<file path="src/rtl/serial_pattern_tx.sv">
// serial_pattern_tx: loads a PAT_W-bit pattern with repeat count and gap length, shifts it out MSB-first
//
// Ports:
//   clk, reset        rising-edge clock, asynchronous active-high reset
//   start_valid/ready load handshake; pattern, repeat_cnt, gap_len latched on a load
//   abort             synchronous cancel of a running transfer (no done pulse)
//   dout, dout_valid  serial bit stream and its qualifier
//   busy, done        transfer in progress; one-cycle pulse after the final bit of the final repetition
//
// Optional: define PATTERN_TX_PARITY_EN to append an even-parity bit after every repetition.
module serial_pattern_tx #(
  parameter int PAT_W = 4,
  parameter int CNT_W = 4,
  parameter int GAP_W = 3,
  parameter logic [PAT_W-1:0] DEF_PATTERN = PAT_W'(4'b1101)
) (
  input  logic             clk,
  input  logic             reset,
  input  logic             start_valid,
  output logic             start_ready,
  input  logic [PAT_W-1:0] pattern,
  input  logic [CNT_W-1:0] repeat_cnt,
  input  logic [GAP_W-1:0] gap_len,
  input  logic             abort,
  output logic             dout,
  output logic             dout_valid,
  output logic             busy,
  output logic             done
);
  localparam int BW = $clog2(PAT_W);
  localparam logic [1:0] IDLE = 2'd0;
  localparam logic [1:0] SEND = 2'd1;
  localparam logic [1:0] GAP  = 2'd2;
`ifdef PATTERN_TX_PARITY_EN
  localparam logic [1:0] PARITY = 2'd3;
`endif
  logic [1:0]       state;
  logic [PAT_W-1:0] pat_r;
  logic [BW-1:0]    bit_idx;
  logic [CNT_W-1:0] reps_left;
  logic [GAP_W-1:0] gap_len_r;
  logic [GAP_W-1:0] gap_cnt;
  logic             load;
  logic             rep_end;
  // abort wins over a simultaneous load request
  assign load = state == IDLE && start_valid && start_ready && !abort;
  // cycle in which the final bit of one repetition is on dout
`ifdef PATTERN_TX_PARITY_EN
  assign rep_end = state == PARITY;
`else
  assign rep_end = state == SEND && bit_idx == '0;
`endif
  always_ff @(posedge clk or posedge reset) begin
    if (reset) begin
      state       <= IDLE;
      pat_r       <= DEF_PATTERN;
      bit_idx     <= '0;
      reps_left   <= '0;
      gap_len_r   <= '0;
      gap_cnt     <= '0;
      dout        <= 1'b0;
      dout_valid  <= 1'b0;
      busy        <= 1'b0;
      done        <= 1'b0;
      start_ready <= 1'b1;
    end else begin
      done <= 1'b0;
      if (abort && state != IDLE) begin
        state       <= IDLE;
        reps_left   <= '0;
        dout        <= 1'b0;
        dout_valid  <= 1'b0;
        busy        <= 1'b0;
        start_ready <= 1'b1;
      end else if (load) begin
        pat_r     <= pattern;
        reps_left <= repeat_cnt;
        gap_len_r <= gap_len;
        bit_idx   <= BW'(PAT_W - 1);
        if (repeat_cnt == '0) begin
          done <= 1'b1;
        end else begin
          state       <= SEND;
          dout        <= pattern[PAT_W-1];
          dout_valid  <= 1'b1;
          busy        <= 1'b1;
          start_ready <= 1'b0;
        end
      end else if (rep_end) begin
        bit_idx <= BW'(PAT_W - 1);
        if (reps_left > CNT_W'(1)) begin
          reps_left <= reps_left - 1'b1;
          if (gap_len_r != '0) begin
            state      <= GAP;
            gap_cnt    <= gap_len_r;
            dout       <= 1'b0;
            dout_valid <= 1'b0;
          end else begin
            state      <= SEND;
            dout       <= pat_r[PAT_W-1];
            dout_valid <= 1'b1;
          end
        end else begin
          state       <= IDLE;
          reps_left   <= '0;
          dout        <= 1'b0;
          dout_valid  <= 1'b0;
          busy        <= 1'b0;
          done        <= 1'b1;
          start_ready <= 1'b1;
        end
      end else if (state == SEND) begin
`ifdef PATTERN_TX_PARITY_EN
        if (bit_idx == '0) begin
          state <= PARITY;
          dout  <= ^pat_r;
        end else
`endif
        begin
          bit_idx <= bit_idx - 1'b1;
          dout    <= pat_r[bit_idx - 1'b1];
        end
      end else if (state == GAP) begin
        gap_cnt <= gap_cnt - 1'b1;
        if (gap_cnt == GAP_W'(1)) begin
          state      <= SEND;
          dout       <= pat_r[PAT_W-1];
          dout_valid <= 1'b1;
        end
      end
    end
  end
endmodule
</file>
<file path="config.mk">
export PLATFORM = sky130hd
export DESIGN_NAME = serial_pattern_tx
export DESIGN_NICKNAME = d
export VERILOG_FILES = /design/src/rtl/serial_pattern_tx.sv
export SDC_FILE = /design/constraint.sdc
export NUM_CORES = 1
export LEC_CHECK = 0
export ABC_CLOCK_PERIOD_IN_PS = 4900
export CAP_MARGIN = 20
export CORE_MARGIN = 2
export CORE_UTILIZATION = 37
export DETAILED_ROUTE_END_ITERATION = 16
export PLACE_DENSITY = 0.68
export SYNTH_ARGS = -nofsm -noshare
export SYNTH_HDL_FRONTEND = slang
export SYNTH_SLANG_ARGS = --single-unit
</file>
<file path="constraint.sdc">
create_clock -name clk -period 4.9 [get_ports clk]
set_clock_uncertainty 0.2 [all_clocks]
set_input_delay 0.49 -clock clk [delete_from_list [all_inputs] [get_ports clk]]
set_output_delay 0.49 -clock clk [all_outputs]
set_load 0.02 [all_outputs]
</file>
==> reports/results.tsv <==
stage	metric	value	unit
critical_path	worst_path_max_delay_cell	clkdlybuf4s50_1	
floorplanning	pin_count	20	
clock_network	clk_pin_slew	0.13	ns
logic_synthesis	seq_area_frac_synth	41.5	%
power	p_sw	0.292	mW
critical_path	endpoint_kind	output port	
floorplanning	initial_core_util	39.2	%
timing	totalNegativeSetupSlack	0	ns
place	place.detailed.hpwl	2120	um
global_routing	grt_overflow	0	
critical_path	crit_type	reg2out	
global_routing	grt_pass1_wl	4940	um
power	p_seq_share	40.0	%
logic_synthesis	syn_avg_cell_area	8.87	um^2
clock_network	cts-resized-gates	0	
power	p_per_area	498	nW/um^2
timing	maxSlewViolCount	0	
logic_synthesis	syn-num-nets	171	
drt	detail_route.wl_per_cell	13.4	um
power	p_int	0.495	mW
logic_synthesis	synth_edf_count	0	
timing	setup_viol	0	
logic_synthesis	ys_seq_elements	22	
global_routing	grt_pass1_vias	1076	
timing	fin_crit_sh	46.8	%
clock_network	clk_latency	0.32	ns
power	p_leak	0.683	nW
critical_path	path_cells	clkdlybuf4s50_1	
drt	antenna_left	0	
floorplanning	core	3420	um^2
drt	drc_errors	0	
logic_synthesis	yosys_warnings	0	
clock_network	post-cts-setup-buffers	0	
global_routing	antenna_found_initial	0	
power	power.total	0.787	mW
timing	finalCriticalPeriod	2.29	ns
clock_network	cts.sinks	22	
global_routing	globalRouteTotalUtil	15.3	%
power	switching_share	37.1	%
place	place.gp.congestion	0.903	
drt	drtIter0Drc	67	
global_routing	grt_busiest_layer	met2	
logic_synthesis	async_flop_share	100	%
place	portBuffers	19	
critical_path	timing.rr.start	dout_valid	
power	max-vdd-ir-drop	0.231	mV
critical_path	cp_max_fo	13	
worst_hold_path	min_path_type	reg2reg	
global_routing	grt_use_met2	25.0	%
outcome	outcome	finished clean	
cells_and_area	n_antenna_cell	0	
drt	vias	1134	
floorplanning	fp.dieH	64.2	um
cells_and_area	postLayoutCoreUtil	46.3	%
clock_network	clockRootBuffer	clkbuf_4	
floorplanning	core.rowCount	21	
timing	finalHoldViolations	0	
critical_path	crit_required	4.21	ns
timing	fmax	436	MHz
floorplanning	die_w	64.2	um
worst_hold_path	hold_path.startpoint	pat_r[2]	
critical_path	crit_path_start	dout_valid	
logic_synthesis	synth-main-ff-cell	dfrtp_1	
drt	totalWireLength	2860	um
floorplanning	dieArea	4120	um^2
cells_and_area	fin_nets	189	
clock_network	postCtsHoldBufs	0	
timing	tightest_slew	0.824	ns
critical_path	critPathMaxStageDelay	0.68	ns
clock_network	htreeDepth	1	
power	combPwrFrac	41.9	%
global_routing	grt_max_degree	23	
clock_network	cts_tree	built	
clock_network	cts_buffer_depth	2	
logic_synthesis	netlist_instances	151	
drt	vias_per_cell	5.30	
critical_path	worstPathBufferInverterCount	1	
global_routing	use_met1	20.4	%
clock_network	cts_buffers	3	
run	maxCapViolations	0	
drt	drt-pass1-iter-count	5	
critical_path	startpoint_type	flop	
logic_synthesis	ys_types	43	
timing	rsz0062_at_grt	no	
logic_synthesis	syn_area	1340	um^2
timing	slew_headroom	45.0	%
cells_and_area	drive_gt1_share	11.3	%
power	p_clk_share	18.2	%
critical_path	critPathArrivalTime	1.60	ns
critical_path	critPathTopFamily	buffers and inverters	
global_routing	grtUsageMet3	2.82	%
cells_and_area	area_growth	18.1	%
==> Yosys cell counts, drive strengths merged, types with 3 or more instances <==
| cell type | instances | share of area [%] |
|---|---|---|
| nor2 | 11 | 4.0 |
| nor2b | 3 | 1.6 |
| dfrtp | 18 | 34 |
| nand2 | 33 | 9.3 |
| o21ai | 11 | 4.1 |
| dfstp | 4 | 7.9 |
| buf | 6 | 4.3 |
| nor3 | 7 | 3.4 |
| ha | 5 | 4.7 |
| inv | 11 | 3.1 |
| a21oi | 10 | 4.0 |
==> power by group through the flow <==
stage	clock network [mW]	logic [mW]	registers, mW
after floorplan	0	0.238	0.318
after global placement	0	0.325	0.318
after detailed placement	0	0.329	0.320
after CTS	0.145	0.331	0.315
after global routing	0.155	0.370	0.326
final	0.143	0.330	0.315
==> layer usage <==
metal | routed length (um) | vias to the layer above
li1 | - | 554
met1 | 1310 | 530
met2 | 1330 | 45
met3 | 176 | 5
met4 | 42 | 0
met5 | 0 | -
==> cells in the final DEF, fill, tap and decap left out, types with 2 or more instances in the layout <==
master and n:
a21o_1 2, o2111ai_1 2, o31a_1 2, nor2_1 8, o21ai_1 4, nor2b_1 2
dfstp_2 4, nor3_2 2, nor3_1 5, a21oi_1 9, a31oi_1 2, clkbuf_4 3
nand2b_1 2, clkdlybuf4s50_1 19, ha_1 5, nand3_1 2, mux2i_1 2, and2_1 2
nor2_2 2, o21ai_0 7, inv_1 11, nand2_1 33, dfrtp_1 18
==> logic make-up after synthesis <==
group                    after synthesis  synth area share (%)
AO/OA/AOI/OAI                         37                  17.7
XOR/XNOR                               1                 0.654
adder cells (fa/ha/maj)                5                  4.67
buffers and inverters                 17                  7.38
flip-flops                            22                  41.5
multiplexers                           3                  3.18
AND/OR/NAND/NOR                       66                  25.0
==> flip-flops by register name, indices dropped and copies added (netlist names), 2 cells and up <==
| name | count |
|---|---|
| gap_cnt | 3 |
| pat_r | 4 |
| gap_len_r | 3 |
| bit_idx | 2 |
| reps_left | 4 |
==> worst min-delay path, stage by stage, from the launching register on <==
cell and delay, ns:
dfstp_2 0.39, nand2_1 0.05, nand2_1 0.05
==> worst paths after layout <==
kind	endpoint	slack [ns]	cells after the start
setup / recovery	dout_valid	2.61	1
hold / removal	pat_r[2]	0.27	2
setup reg to reg	dout	2.80	4
hold reg to reg	pat_r[2]	0.27	2
max in group asynchronous	reps_left[2]	3.57	2
min in group asynchronous	pat_r[1]	0.41	2
==> per-stage QoR <==
step / hold WS, ns / std cells / worst slack (ns) / area, um^2
after floorplan: 0.237 / 151 / 3.03 / 1340
after global placement: 0.250 / 210 / 2.33 / 1530
after detailed placement: 0.255 / 210 / 2.28 / 1530
after CTS: 0.273 / 214 / 2.62 / 1580
after global routing: 0.301 / 214 / 2.50 / 1580
final: 0.273 / 214 / 2.61 / 1580
==> final cells by class <==
type	count	area (um^2)
sequential	22	556
tap	46	57.6
clock buffer	3	22.5
fill	359	1830
clock inverter	1	30.0
multi-input combinational	112	684
timing repair buffer	19	190
inverter	11	41.3
Note: power is estimated with default switching activity, not from simulation.
